===== config.mk =====
export PLATFORM = sky130hd
export DESIGN_NAME = fetch_stage
export DESIGN_NICKNAME = d
export VERILOG_FILES = /design/src/rtl/fetch_stage_pkg.sv /design/src/rtl/fetch_next_pc.sv /design/src/rtl/fetch_stage.sv
export SDC_FILE = /design/constraint.sdc
export NUM_CORES = 1
export LEC_CHECK = 0
export ABC_AREA = 1
export CAP_MARGIN = 20
export CORE_ASPECT_RATIO = 0.5
export CORE_MARGIN = 10
export CORE_UTILIZATION = 43
export DETAILED_ROUTE_END_ITERATION = 8
export MAX_ROUTING_LAYER = met4
export PLACE_DENSITY = 0.82
export SETUP_SLACK_MARGIN = 0.05
export SYNTH_ARGS = -nofsm -noshare
export SYNTH_HDL_FRONTEND = slang
export SYNTH_SLANG_ARGS = --single-unit

===== constraint.sdc =====
create_clock -name clk -period 1.35 [get_ports clk]
set_input_delay 0.135 -clock clk [delete_from_list [all_inputs] [get_ports clk]]
set_output_delay 0.135 -clock clk [all_outputs]
set_load 0.01 [all_outputs]

===== src/rtl/fetch_stage_pkg.sv =====
// Shared definitions for the instruction-fetch front end.
// Provides:
//   imem_addr_width_default_p : default word-address width of imem and PC
//   state_e                   : registered core state (IDLE/RUN/ERR)
//   instruction_s             : 16-bit instruction word layout
//   kNOP, kWAIT               : bubble filler and the WAIT instruction
//   is_wait()                 : opcode-only match against kWAIT (operand
//                               fields are don't-care for WAIT)
package fetch_stage_pkg;

  localparam int unsigned imem_addr_width_default_p = 10;

  typedef enum logic [1:0] {
    IDLE = 2'd0,
    RUN  = 2'd1,
    ERR  = 2'd2
  } state_e;

  typedef struct packed {
    logic [5:0] opcode;
    logic [4:0] rd;
    logic [4:0] rs_imm;
  } instruction_s;

  localparam logic [5:0] kNOP_OP  = 6'b000000;
  localparam logic [5:0] kWAIT_OP = 6'b010000;

  localparam instruction_s kNOP  = '{opcode: kNOP_OP,  rd: 5'd0, rs_imm: 5'd0};
  localparam instruction_s kWAIT = '{opcode: kWAIT_OP, rd: 5'd0, rs_imm: 5'd0};

  // WAIT is identified by opcode alone; rd/rs_imm may hold anything.
  function automatic logic is_wait(input instruction_s instr);
    return instr.opcode == kWAIT.opcode;
  endfunction

endpackage


===== src/rtl/fetch_next_pc.sv =====
// Combinational next-PC priority mux for the fetch stage.
// Ports:
//   net_write_idle : IDLE-qualified network PC write (highest priority)
//   net_pc         : PC value carried by the network packet
//   state          : registered core state
//   stall          : downstream stall
//   jump_now       : taken branch/jump from execute
//   jump_addr      : redirect target
//   wait_hold      : a valid WAIT sits in the fetch/decode register
//   pc             : current PC
//   next_pc        : PC to load on the next clock edge
module fetch_next_pc
  import fetch_stage_pkg::*;
#(
  parameter int imem_addr_width_p = imem_addr_width_default_p
) (
  input  logic                         net_write_idle,
  input  logic [imem_addr_width_p-1:0] net_pc,
  input  state_e                       state,
  input  logic                         stall,
  input  logic                         jump_now,
  input  logic [imem_addr_width_p-1:0] jump_addr,
  input  logic                         wait_hold,
  input  logic [imem_addr_width_p-1:0] pc,
  output logic [imem_addr_width_p-1:0] next_pc
);

  localparam logic [imem_addr_width_p-1:0] pc_step = {{(imem_addr_width_p-1){1'b0}}, 1'b1};

  // Sequential fetch wraps naturally at 2^width because the adder is
  // exactly the PC width.
  always_comb begin
    next_pc = pc + pc_step;
    if (net_write_idle) begin
      next_pc = net_pc;
    end else if (state != RUN) begin
      next_pc = pc;
    end else if (stall) begin
      next_pc = pc;
    end else if (jump_now) begin
      next_pc = jump_addr;
    end else if (wait_hold) begin
      // PC already points one past the WAIT; park it there.
      next_pc = pc;
    end
  end

endmodule


===== src/rtl/fetch_stage.sv =====
// Instruction-fetch front end: owns the PC, drives the imem read address,
// and registers the fetched word into the fetch/decode pipeline register.
// Ports:
//   clk, reset                : core clock, async active-high reset
//   state_i                   : registered core state
//   net_PC_write_cmd_i        : network packet requests a PC write
//   net_pc_i                  : PC value from the network packet
//   stall_i                   : downstream stall
//   jump_now_i, jump_addr_i   : execute-stage redirect
//   imem_data_i               : combinational imem read data for imem_addr_o
//   imem_addr_o               : current PC
//   net_PC_write_cmd_IDLE_o   : network PC write qualified by IDLE
//   instruction_o, pc_o,
//   valid_o                   : fetch/decode register contents
module fetch_stage
  import fetch_stage_pkg::*;
#(
  parameter int imem_addr_width_p = imem_addr_width_default_p
) (
  input  logic                         clk,
  input  logic                         reset,
  input  state_e                       state_i,
  input  logic                         net_PC_write_cmd_i,
  input  logic [imem_addr_width_p-1:0] net_pc_i,
  input  logic                         stall_i,
  input  logic                         jump_now_i,
  input  logic [imem_addr_width_p-1:0] jump_addr_i,
  input  instruction_s                 imem_data_i,
  output logic [imem_addr_width_p-1:0] imem_addr_o,
  output logic                         net_PC_write_cmd_IDLE_o,
  output instruction_s                 instruction_o,
  output logic [imem_addr_width_p-1:0] pc_o,
  output logic                         valid_o
);

  logic [imem_addr_width_p-1:0] pc_r;
  logic [imem_addr_width_p-1:0] pc_next;

  instruction_s                 instr_r;
  instruction_s                 instr_next;
  logic [imem_addr_width_p-1:0] fd_pc_r;
  logic [imem_addr_width_p-1:0] fd_pc_next;
  logic                         valid_r;
  logic                         valid_next;

  logic                         wait_hold;

  assign net_PC_write_cmd_IDLE_o = net_PC_write_cmd_i & (state_i == IDLE);
  assign wait_hold               = valid_r & is_wait(instr_r);

  fetch_next_pc #(
    .imem_addr_width_p(imem_addr_width_p)
  ) next_pc_mux (
    .net_write_idle(net_PC_write_cmd_IDLE_o),
    .net_pc        (net_pc_i),
    .state         (state_i),
    .stall         (stall_i),
    .jump_now      (jump_now_i),
    .jump_addr     (jump_addr_i),
    .wait_hold     (wait_hold),
    .pc            (pc_r),
    .next_pc       (pc_next)
  );

  // Fetch/decode register next value. A bubble keeps the old pc_o so the
  // decode stage always sees the PC of the last real fetch.
  always_comb begin
    instr_next = instr_r;
    fd_pc_next = fd_pc_r;
    valid_next = valid_r;
    if (stall_i && (state_i == RUN)) begin
      instr_next = instr_r;
    end else if ((state_i != RUN) || jump_now_i || wait_hold) begin
      instr_next = kNOP;
      valid_next = 1'b0;
    end else begin
      instr_next = imem_data_i;
      fd_pc_next = pc_r;
      valid_next = 1'b1;
    end
  end

  always_ff @(posedge clk or posedge reset) begin
    if (reset) begin
      pc_r    <= '0;
      instr_r <= kNOP;
      fd_pc_r <= '0;
      valid_r <= 1'b0;
    end else begin
      pc_r    <= pc_next;
      instr_r <= instr_next;
      fd_pc_r <= fd_pc_next;
      valid_r <= valid_next;
    end
  end

  assign imem_addr_o   = pc_r;
  assign instruction_o = instr_r;
  assign pc_o          = fd_pc_r;
  assign valid_o       = valid_r;

endmodule


# Word-level counts from Yosys, hierarchy flattened
# Cells that the tools add are included.
classes:
  addsub: 1
  eq_ne: 6
  muxes: 7
  bitwise_logic: 4
  reduce_logical: 6
op_table:
  columns: ["operator", "n"]
  rows:
  - ["two-way mux 10 bit", 5]
  - ["two-way mux 16 bit", 1]
  - ["adder 10 x 1 -> 10 bit (second input constant)", 1]
  - ["equality test 6 x 5 -> 1 bit (second input constant)", 1]
  - ["!= test 2 x 1 -> 1 bit (second input constant)", 2]
  - ["!= test 3 bit (second input constant)", 1]
  - ["AND reduction 3 bit", 1]
  - ["bitwise AND 1 bit", 2]
  - ["equality test 2 x 1 -> 1 bit (second input constant)", 1]
  - ["zero test 2 bit", 1]
  - ["logical OR 1 bit", 2]
  - ["!= test 2 bit (second input constant)", 1]
  - ["NOT 1 bit", 2]
  - ["AND reduction 2 bit", 1]
  - ["logical AND 1 bit", 1]
  - ["two-way mux 1 bit", 1]
word_totals:
  reg_bits: 37
  inputBits: 43
  output_inout_bits: 38
  wordCells: 30

# Depth between registers and ports, before layout
# Gate-level depths: netlist of run 1.
logic_depth:
  word_depth: 7
  mapped_depth: 10
  mapped_depth_nobuf: 10

# Modules after synthesis
# A second synthesis of run 1 with hierarchy kept.
hier_totals:
  cells_unflattened: 260
  area_unflattened_um2: 2043.2
by_module_without_submodules:
  columns: ["mod", "instances", "cells_per_inst", "area_per_inst_um2"]
  rows:
  - ["fetch_stage", 1, 147, 1458.9]
  - ["fetch_next_pc", 1, 113, 584.3]

# Worst setup path after synthesis of run 1
# OpenSTA, ideal clock, no wires.
synth_timing:
  path_type: "reg-to-reg"
  startpoint: "reg pc_r[1] (netlist: imem_addr_o[1])"
  endpoint: "reg pc_r[4] (netlist: imem_addr_o[4])"
  setup_time_ns: 0.116
  arrival_ns: 1.193
  required_time_ns: 1.234
  setup_slack_ns: 0.040
  path_stages_with_launch: 9
  n_path_buf: 0
  cell_sequence: "dfrtp_1 ha_1 nand2_1 nor2_1 nand2_1 a21oi_1 o21ai_0 nand2_1 nand2_1"
synth_between:
  elab_chain_cells: 6
synth_rtl:
  columns: ["element", "line_no", "source"]
  rows:
  - ["from (decl)", "fetch_stage.sv:36", "logic [imem_addr_width_p-1:0] pc_r;"]
  - ["from (signal assigned)", "fetch_stage.sv:90", "pc_r <= pc_next;"]
  - ["adder 10 x 1 -> 10 bit", "fetch_next_pc.sv:33", "next_pc = pc + pc_step;"]
  - ["two-way mux 10 bit", "fetch_next_pc.sv:42", "end else if (wait_hold) begin"]
  - ["two-way mux 10 bit", "fetch_next_pc.sv:40", "end else if (jump_now) begin"]
  - ["two-way mux 10 bit", "fetch_next_pc.sv:38", "end else if (stall) begin"]
  - ["two-way mux 10 bit", "fetch_next_pc.sv:36", "end else if (state != RUN) begin"]
  - ["two-way mux 10 bit", "fetch_next_pc.sv:34", "if (net_write_idle) begin"]
# Every way passes these cells. The select of a mux whose other input is x is not followed.
# A chain may end at the register's enable or synchronous reset.

# Final worst setup path of run 1
layout_timing:
  startpoint: "reg pc_r[0] (netlist: imem_addr_o[0])"
  endpoint: "reg pc_r[8] (netlist: imem_addr_o[8])"
# The elaborated chain is that of the path after synthesis.

==> impl_metrics.tcl, run 1 <==
set metrics [dict create \
    status "finished clean" \
    tns_ns 0 \
    grtUsageMet2_pct 29.7 \
    switching_share_pct 33.9 \
    gp_congestion 0.878 \
    tightest_slew_ns 0.224 \
    core_area_um2 4400 \
    drt_drc_violations_left 0 \
    p_leak_nw 1.65 \
    worstPathRequired_ns 1.53 \
    dieArea_um2 7820 \
    pwr-share-comb_pct 35.1 \
    grtUsageTotal_pct 16.7 \
    wl_per_cell_um 15.4 \
    h-tree-depth 2 \
    final_max_slew_viol_count 0 \
    ant_nets 0 \
    synthTopCellsByArea "dfrtp_1, nand2_1, nor2_1" \
    hold_path_class "input port to async pin" \
    diodes 0 \
    synth_top_area_share_pct 47.3 \
    layout_commonest_cell "nand2_1" \
    ys_seq_elements 37 \
    dpl.hpwl_um 4570 \
    worst_setup_path_end_kind "flip-flop" \
    synth_warnings 0 \
    syn_inst 261 \
    pin_count 81 \
    cts_buffers 5 \
    path_clk_slew_ns 0.08 \
    vias 2093 \
    cp_cell_sequence "ha_4 -> nand2_4 -> nor2_4 -> nand2_1 -> nand2_1 -> nand3_1 -> nand2_1 -> nand2_1 -> nand2_1 -> nand2_1" \
    drive_above_1_share_pct 22.1 \
    synth_area_um2 1960 \
    fp-row-count 17 \
    crit_path_max_incr_delay_ns 0.41 \
    drtIter0Drc 153 \
    ctsRootBufferMaster "clkbuf_8" \
    grt_max_degree 38 \
    synth_flop_cell "dfrtp_1" \
    use_met1_pct 18.3 \
    insertion_delay_ns 0.29 \
    maxCapViolCount 0 \
    cts.path.max_buffers 2 \
    path_class "flip-flop to flip-flop" \
    arrival_ns 1.52 \
    critPathMostFrequentCell "nand2_1" \
    r2r_start "imem_addr_o[0]" \
    synth.avg_cell_area_um2 7.51 \
    layout.nets 410 \
    dpl_cell_area_um2 2930 \
    fmax_mhz 745 \
    drt-total-wl_um 6520 \
    grt_pass1_vias 2104 \
    rsz0062_at_grt "yes" \
    grt.met3_usage_pct 3.98 \
    synth-async-reset-ratio_pct 100 \
    p_int_w 0.00226 \
    grt-ovfl-total 0 \
    fp.dieH_um 67.7 \
    start_util_pct 44.5 \
    synth_edf_count 0 \
    crit_fanout 3 \
    period_share_pct 99.4 \
    fin_skew_ns 0.00774 \
    fin_area_um2 3170 \
    power.density_nw_per_um2 1080 \
    clock_sinks 37 \
    finalNonFillerCells 424 \
    ir_drop_v 0.000562 \
    synth.largest_area_cell "dfrtp_1" \
    cts_tree "built" \
    die_w_um 115 \
    dp_cells 407 \
    synth_nets 305 \
    power_frac_seq_pct 41.6 \
    setup_violations 0 \
    start_kind "flip-flop" \
    switching_power_w 0.00116 \
    timing.critical_path.from "imem_addr_o[0]" \
    synthToLayoutAreaGrowth_pct 61.9 \
    slew-limit-headroom_pct 85.1 \
    synth.distinct_cells 28 \
    grt_first_pass_wirelength_um 10100 \
    hold_viol 0 \
    top_usage_layer "met2" \
    cp_slowest_cell "dfrtp_1" \
    vias_per_cell 4.94 \
    synth-seq-area-share_pct 47.3 \
    antenna_found_initial 0 \
    min_period_ns 1.34 \
    final_cell_mix "nand2_1, clkdlybuf4s50_1, dlygate4sd2_1, dfrtp_1, buf_4" \
    holdWs_ns 0.198 \
    port_buffers 80 \
    p_clk_share_pct 23.3 \
    dr.pass1.iters 4 \
]
[layer usage]
| layer | share of wire [%] | routed length, um |
|---|---|---|
| met2 | 50 | 3280 |
| met3 | 5.5 | 360 |
| met1 | 43 | 2780 |
| met4 | 1.5 | 100 |
| met5 | 0 | 0 |
[worst max-delay path: cells and delay by family, from the launching register on]
kind          cells  cell delay (ns)
fa+ha+maj         1             0.17
flops             1             0.41
simple gates      9             0.65
[kinds of logic (layout without fill, tap and decap cells)]
logic type,Yosys count,count (layout),share of synthesized area [%]
simple gates,175,176,37.3
flops,37,37,47.3
buf+inv,25,130,7.28
compound gates,22,22,7.09
fa+ha+maj,1,1,0.638
xor+xnor,1,1,0.447
[registers in the layout, summed over array words and instances, names as in the netlist]
register,cells
pc_o,10
imem_addr_o,10
valid_o,1
instruction_o,16
[cell usage after synthesis, types with 3 or more instances]
cell	number
nand3b_1	3
inv_1	13
o21ai_1	3
o21ai_0	9
buf_4	3
nand3_1	8
dfrtp_1	37
nand2_1	133
nor2_4	3
o21ai_2	4
nor2_1	21
a21oi_1	3
[repair_timing]
item | CTS | global route
cloned | 1 | 1
hold buffers | 0 | 0
pin swaps | 6 | 14
resized for setup | 54 | 31
setup endpoints to repair | 47 | 39
setup buffers | 5 | 3
[worst paths after layout]
kind	endpoint	slack, ns	depth (start not counted)
worst max-delay path	imem_addr_o[8]	0.007	10
worst min-delay path	pc_o[9]	0.20	3
worst max register to register	imem_addr_o[8]	0.007	10
worst min register to register	pc_o[6]	0.47	2
max in group asynchronous	imem_addr_o[7]	0.95	3
min in group clk	instruction_o[8]	0.38	3
[final cells by class]
class | count | area, um^2
repair inverters | 1 | 5.00
flip-flops and latches | 37 | 933
multi-input cells | 200 | 1010
fillers | 353 | 1230
repair buffers | 103 | 975
inverters | 18 | 82.6
well taps | 57 | 71.3
clock buffers | 8 | 90.1
[per-stage QoR]
stage | total power [W] | setup slack (ns) | utilization (%)
final | 0.00342 | 0.00746 | 72.0
after global routing | 0.00362 | -0.102 | 72.0
after CTS | 0.00330 | 0.0286 | 69.9
after detailed placement | 0.00252 | -0.268 | 66.6
after global placement | 0.00248 | -0.224 | 66.6
after floorplan | 0.00189 | 0.0670 | -
[power groups by stage]
stage | combinational [W] | clock [W] | sequential (W)
finish | 0.00120 | 0.000796 | 0.00142
global route | 0.00132 | 0.000862 | 0.00144
CTS | 0.00110 | 0.000804 | 0.00140
detailed placement | 0.00108 | 0 | 0.00144
global placement | 0.00105 | 0 | 0.00143
floorplan | 0.000396 | 0 | 0.00149
Note: power is estimated with default switching activity, not from simulation.
==> inputs of run 2 (changes only) <==
--- a/config.mk
+++ b/config.mk
@@ -15,4 +15,5 @@
 export PLACE_DENSITY = 0.82
 export SETUP_SLACK_MARGIN = 0.05
+export SLEW_MARGIN = 0
 export SYNTH_ARGS = -nofsm -noshare
 export SYNTH_HDL_FRONTEND = slang
==> constraint.sdc (replaced) <==
create_clock -name clk -period 1.35 [get_ports clk]
set_input_delay 0.135 -clock clk [delete_from_list [all_inputs] [get_ports clk]]
set_output_delay 0.135 -clock clk [all_outputs]
set_load 0.1 [all_outputs]
==> run 2 against run 1 <==
The run now ends with negative setup slack left. Sequential share of layout area fell by 3.3 points. Non-clock buffer count is 7 higher. Cell area rose by 18%. Count of clock-buffer cells in the layout decreased by 3. Routed wire length rose by 21%. Flip-flop and latch count unchanged. Clock power about the same. Largest power group is now combinational logic.
==> impl_metrics.tcl, run 2 (synthesis results as in run 1) <==
set metrics [dict create \
    status "finished with violations" \
    violations "negative setup slack" \
    start_kind "flip-flop" \
    drt_drc_violations_left 0 \
    gp_congestion 0.863 \
    slew-limit-headroom_pct 81.6 \
    final_max_slew_viol_count 0 \
    fin_skew_ns 0.00884 \
    hold_buffers 0 \
    grt_first_pass_wirelength_um 11900 \
    ant_nets 0 \
    power.total_w 0.00512 \
    dp_slack_ns -0.246 \
    port_buffers 80 \
    arrival_ns 1.71 \
    antenna_found_initial 0 \
    hold_viol 0 \
    cts.path.max_buffers 2 \
    period_share_pct 110 \
    maxCapViolCount 0 \
    ir_drop_v 0.000782 \
    final_cell_mix "nand2_1, buf_12, clkdlybuf4s50_1, nand2_2, buf_4" \
    power.density_nw_per_um2 1370 \
    tightest_slew_ns 0.276 \
    dr.pass1.iters 4 \
    p_leak_nw 1.75 \
    hold_path_class "input port to async pin" \
    die_w_um 115 \
    dieArea_um2 7820 \
    grt-ovfl-total 0 \
    pin_count 81 \
    h-tree-depth 2 \
    tns_ns -1.92 \
    setup_violations 35 \
    start_util_pct 44.5 \
    core_area_um2 4400 \
    drt-total-wl_um 7900 \
    layout_commonest_cell "nand2_1" \
    grt_max_degree 38 \
    worstPathRequired_ns 1.57 \
    wl_per_cell_um 18.4 \
    path_class "flip-flop to flip-flop" \
    vias_per_cell 5.24 \
    layout.nets 416 \
    finalNonFillerCells 430 \
    path_clk_slew_ns 0.08 \
    fp.dieH_um 67.7 \
    dp_cells 414 \
    ff2ff_path_depth 9 \
    rsz0062_at_grt "yes" \
    dpl.hpwl_um 5260 \
    worst_setup_path_end_kind "flip-flop" \
    dpl_cell_area_um2 3450 \
    cts_buffers 5 \
    cts_tree "built" \
    fillCellCount 221 \
    fp-row-count 17 \
    setup_ws_ns -0.138 \
    vias 2255 \
    largest_reg_flops 16 \
    drive_above_1_share_pct 41.6 \
    grtUsageTotal_pct 20.0 \
    synthToLayoutAreaGrowth_pct 91.3 \
    ctsRootBufferMaster "clkbuf_8" \
    fmax_mhz 672 \
    grt_pass1_vias 2354 \
    clock_sinks 37 \
    crit_fanout 16 \
    diodes 0 \
    fin_area_um2 3750 \
    insertion_delay_ns 0.30 \
    min_period_ns 1.49 \
    drtIter0Drc 223 \
]
[run 2: final timing paths]
path / end / slack, ns / startpoint
worst max-delay path: pc_o[9] / -0.14 / instruction_o[12]
worst min-delay path: instruction_o[7] / 0.19 / reset
worst max register to register: pc_o[9] / -0.14 / instruction_o[12]
worst min register to register: instruction_o[1] / 0.55 / instruction_o[1]
max in group asynchronous: imem_addr_o[2] / 0.95 / reset
min in group clk: instruction_o[1] / 0.38 / imem_data_i[1]
[run 2: cell type report]
class | instances | area, um^2 | area share, %
Clock buffer | 5 | 68.8 | 1.84
Tap cell | 57 | 71.3 | 1.90
Sequential cell | 37 | 980 | 26.1
Timing Repair inverter | 1 | 8.76 | 0.234
Timing Repair Buffer | 110 | 1460 | 38.9
Multi-Input combinational cell | 199 | 1060 | 28.2
Inverter | 18 | 85.1 | 2.27
Clock inverter | 3 | 17.5 | 0.467
[run 2: repair_timing]
action                                  CTS  global route
cloned                                    1             0
gates resized for setup                  27            26
endpoints found under the setup margin   38            40
pin swaps                                11            10
setup buffers                             6             2
[run 2: report_power, final]
group          internal (W)  total [W]  switching, W
sequential          0.00130    0.00158      0.000276
clock              0.000357   0.000797      0.000440
combinational      0.000999    0.00274       0.00174
[run 2: stage by stage]
stage / hold slack, ns / utilization, %
finish: 0.187 / 85.1
global route: 0.218 / 85.1
CTS: 0.190 / 83.0
detailed placement: 0.518 / 78.4
global placement: 0.497 / 78.4
floorplan: 0.245 / -
[run 2: metal layers]
layer / track usage (%) / part of all wire [%] / up-vias
met2: 37.6 / 54 / 126
met5: - / 0 / -
met1: 20.8 / 36 / 1089
met4: 7.21 / 2.0 / 0
met3: 3.89 / 7.8 / 18
li1: - / - / 1022
[run 2: worst max-delay path: stages, from the launching register on]
cell	delay, ns
dfrtp_4	0.49
inv_2	0.08
nand2_2	0.05
nor2_2	0.12
nand2_2	0.09
nand2_4	0.13
nor2_4	0.08
inv_6	0.14
nand2_1	0.11
o21ai_1	0.12
==> inputs of run 3 (changes only) <==
- CORE_MARGIN: 10 -> 4
==> run 3 against run 2 <==
The run still ends with negative setup slack left. Combinational power is 1% lower. First-iteration DRC count fell by 35%. Power up 4.2%. Global-route usage increased by 6.4 points. Via count shrank 0.67%. Highest routed layer unchanged. Hold slack got worse by 0.0045 ns. Die area decreased by 26%. Non-clock buffer count fell by 2. Cell area down 1.1%. Core utilization shrank 0.94 points.
==> impl_metrics.tcl, run 3 (synthesis results as in run 1) <==
set metrics [dict create \
    h-tree-depth 2 \
    cts.path.max_buffers 2 \
    insertion_delay_ns 0.30 \
    dpl.hpwl_um 4680 \
    ctsRootBufferMaster "clkbuf_8" \
    setup_violations 20 \
    antenna_found_initial 0 \
    grt_first_pass_wirelength_um 11500 \
    gp_congestion 0.902 \
    vias 2240 \
    path_clk_slew_ns 0.08 \
    min_period_ns 1.42 \
    dp_slack_ns -0.233 \
    start_util_pct 44.5 \
    crit_fanout 16 \
    worst_setup_path_end_kind "flip-flop" \
    port_buffers 80 \
    dieArea_um2 5770 \
    period_share_pct 105 \
    holdWs_ns 0.182 \
    drt-total-wl_um 7350 \
    largest_reg_flops 16 \
    fmax_mhz 703 \
    die_w_um 103 \
    core_area_um2 4400 \
    setup_ws_ns -0.0719 \
    ff2ff_path_depth 8 \
    dr.pass1.iters 5 \
    cts_buffers 5 \
    cts_tree "built" \
    p_leak_nw 1.73 \
    dp_cells 412 \
    vias_per_cell 5.25 \
    wl_per_cell_um 17.2 \
    dpl_cell_area_um2 3440 \
    multi_input_area_um2 1010 \
    ir_drop_v 0.000875 \
    path_class "flip-flop to flip-flop" \
    hold_path_class "input port to async pin" \
    grt-ovfl-total 0 \
    hold_viol 0 \
    diodes 0 \
    fin_area_um2 3710 \
    maxCapViolCount 0 \
    ant_nets 0 \
    drive_above_1_share_pct 38.6 \
    fin_util_pct 84.2 \
    fillCellCount 222 \
    violations "negative setup slack" \
    grtUsageTotal_pct 26.4 \
    final_cell_mix "nand2_1, buf_12, clkdlybuf4s50_1, nand2_2, buf_4" \
    arrival_ns 1.60 \
    hold_buffers 0 \
    drtIter0Drc 146 \
    fp.dieH_um 55.7 \
    fin_skew_ns 0.00632 \
    power.density_nw_per_um2 1440 \
    synthToLayoutAreaGrowth_pct 89.1 \
    rsz0062_at_grt "yes" \
    grt_max_degree 38 \
    drt_drc_violations_left 0 \
    layout.nets 413 \
    final_max_slew_viol_count 0 \
    grt_pass1_vias 2230 \
    layout_commonest_cell "nand2_1" \
    start_kind "flip-flop" \
    pin_count 81 \
    slew-limit-headroom_pct 83.1 \
    worstPathRequired_ns 1.53 \
    fp-row-count 17 \
    finalNonFillerCells 427 \
    ff_latch_area_um2 980 \
    status "finished with violations" \
    tightest_slew_ns 0.251 \
    clock_sinks 37 \
]
-- run 3: cell count changes in the layout (fill, tap and decap cells not counted), sizes merged --
| cell | delta |
|---|---|
| buf | -2 |
| clkinv | -2 |
| clkbuf | +2 |
| inv | -1 |
| bufinv | +1 |
| clkinvlp | -1 |
-- run 3: worst max-delay path, stage by stage (launching register included) --
cell     delay (ns)
dfrtp_4        0.49
nand2_2        0.07
nor2_1         0.04
nand2_1        0.11
nand2_4        0.09
nor2_4         0.19
inv_6          0.12
nand2_1        0.11
nand2_1        0.09
-- run 3: path summary, 6_finish.rpt --
kind	slack (ns)	endpoint	startpoint
max	-0.07	pc_o[8]	valid_o
min reg2reg	0.55	instruction_o[9]	instruction_o[9]
max in group asynchronous	0.95	imem_addr_o[5]	reset
min	0.18	pc_o[4]	reset
max reg2reg	-0.07	pc_o[8]	valid_o
min in group clk	0.36	instruction_o[10]	imem_data_i[10]
-- run 3: final cells by class --
| class | instances | area share (%) |
|---|---|---|
| Tap cell | 57 | 1.92 |
| Timing Repair Buffer | 108 | 39.0 |
| Multi-Input combinational cell | 199 | 27.3 |
| Inverter | 18 | 2.16 |
| Clock buffer | 7 | 2.33 |
| Sequential cell | 37 | 26.4 |
| Clock inverter | 1 | 0.810 |
-- run 3: per-stage QoR --
stage | TNS (ns) | power, W
final | -0.560 | 0.00533
after global routing | -2.99 | 0.00551
after CTS | -1.05 | 0.00523
after detailed placement | -6.07 | 0.00417
after global placement | -4.07 | 0.00411
after floorplan | -3.46 | 0.00305
-- run 3: per-layer routing --
layer,up-vias,GRT usage [%],wire length (um)
li1,1023,-,-
met3,35,4.38,478
met4,0,7.93,308
met5,-,-,0
met1,1061,31.3,2760
met2,121,45.8,3800
-- run 3: what timing repair did --
item,4_1_cts,5_1_grt
setup buffers,5,2
endpoints found under the setup margin,38,37
pin swaps,12,5
resized for setup,20,16
-- run 3: power by group --
group	internal [W]	total, W	switching, W
Combinational	0.000983	0.00270	0.00172
Clock	0.000603	0.00104	0.000439
Sequential	0.00130	0.00159	0.000289
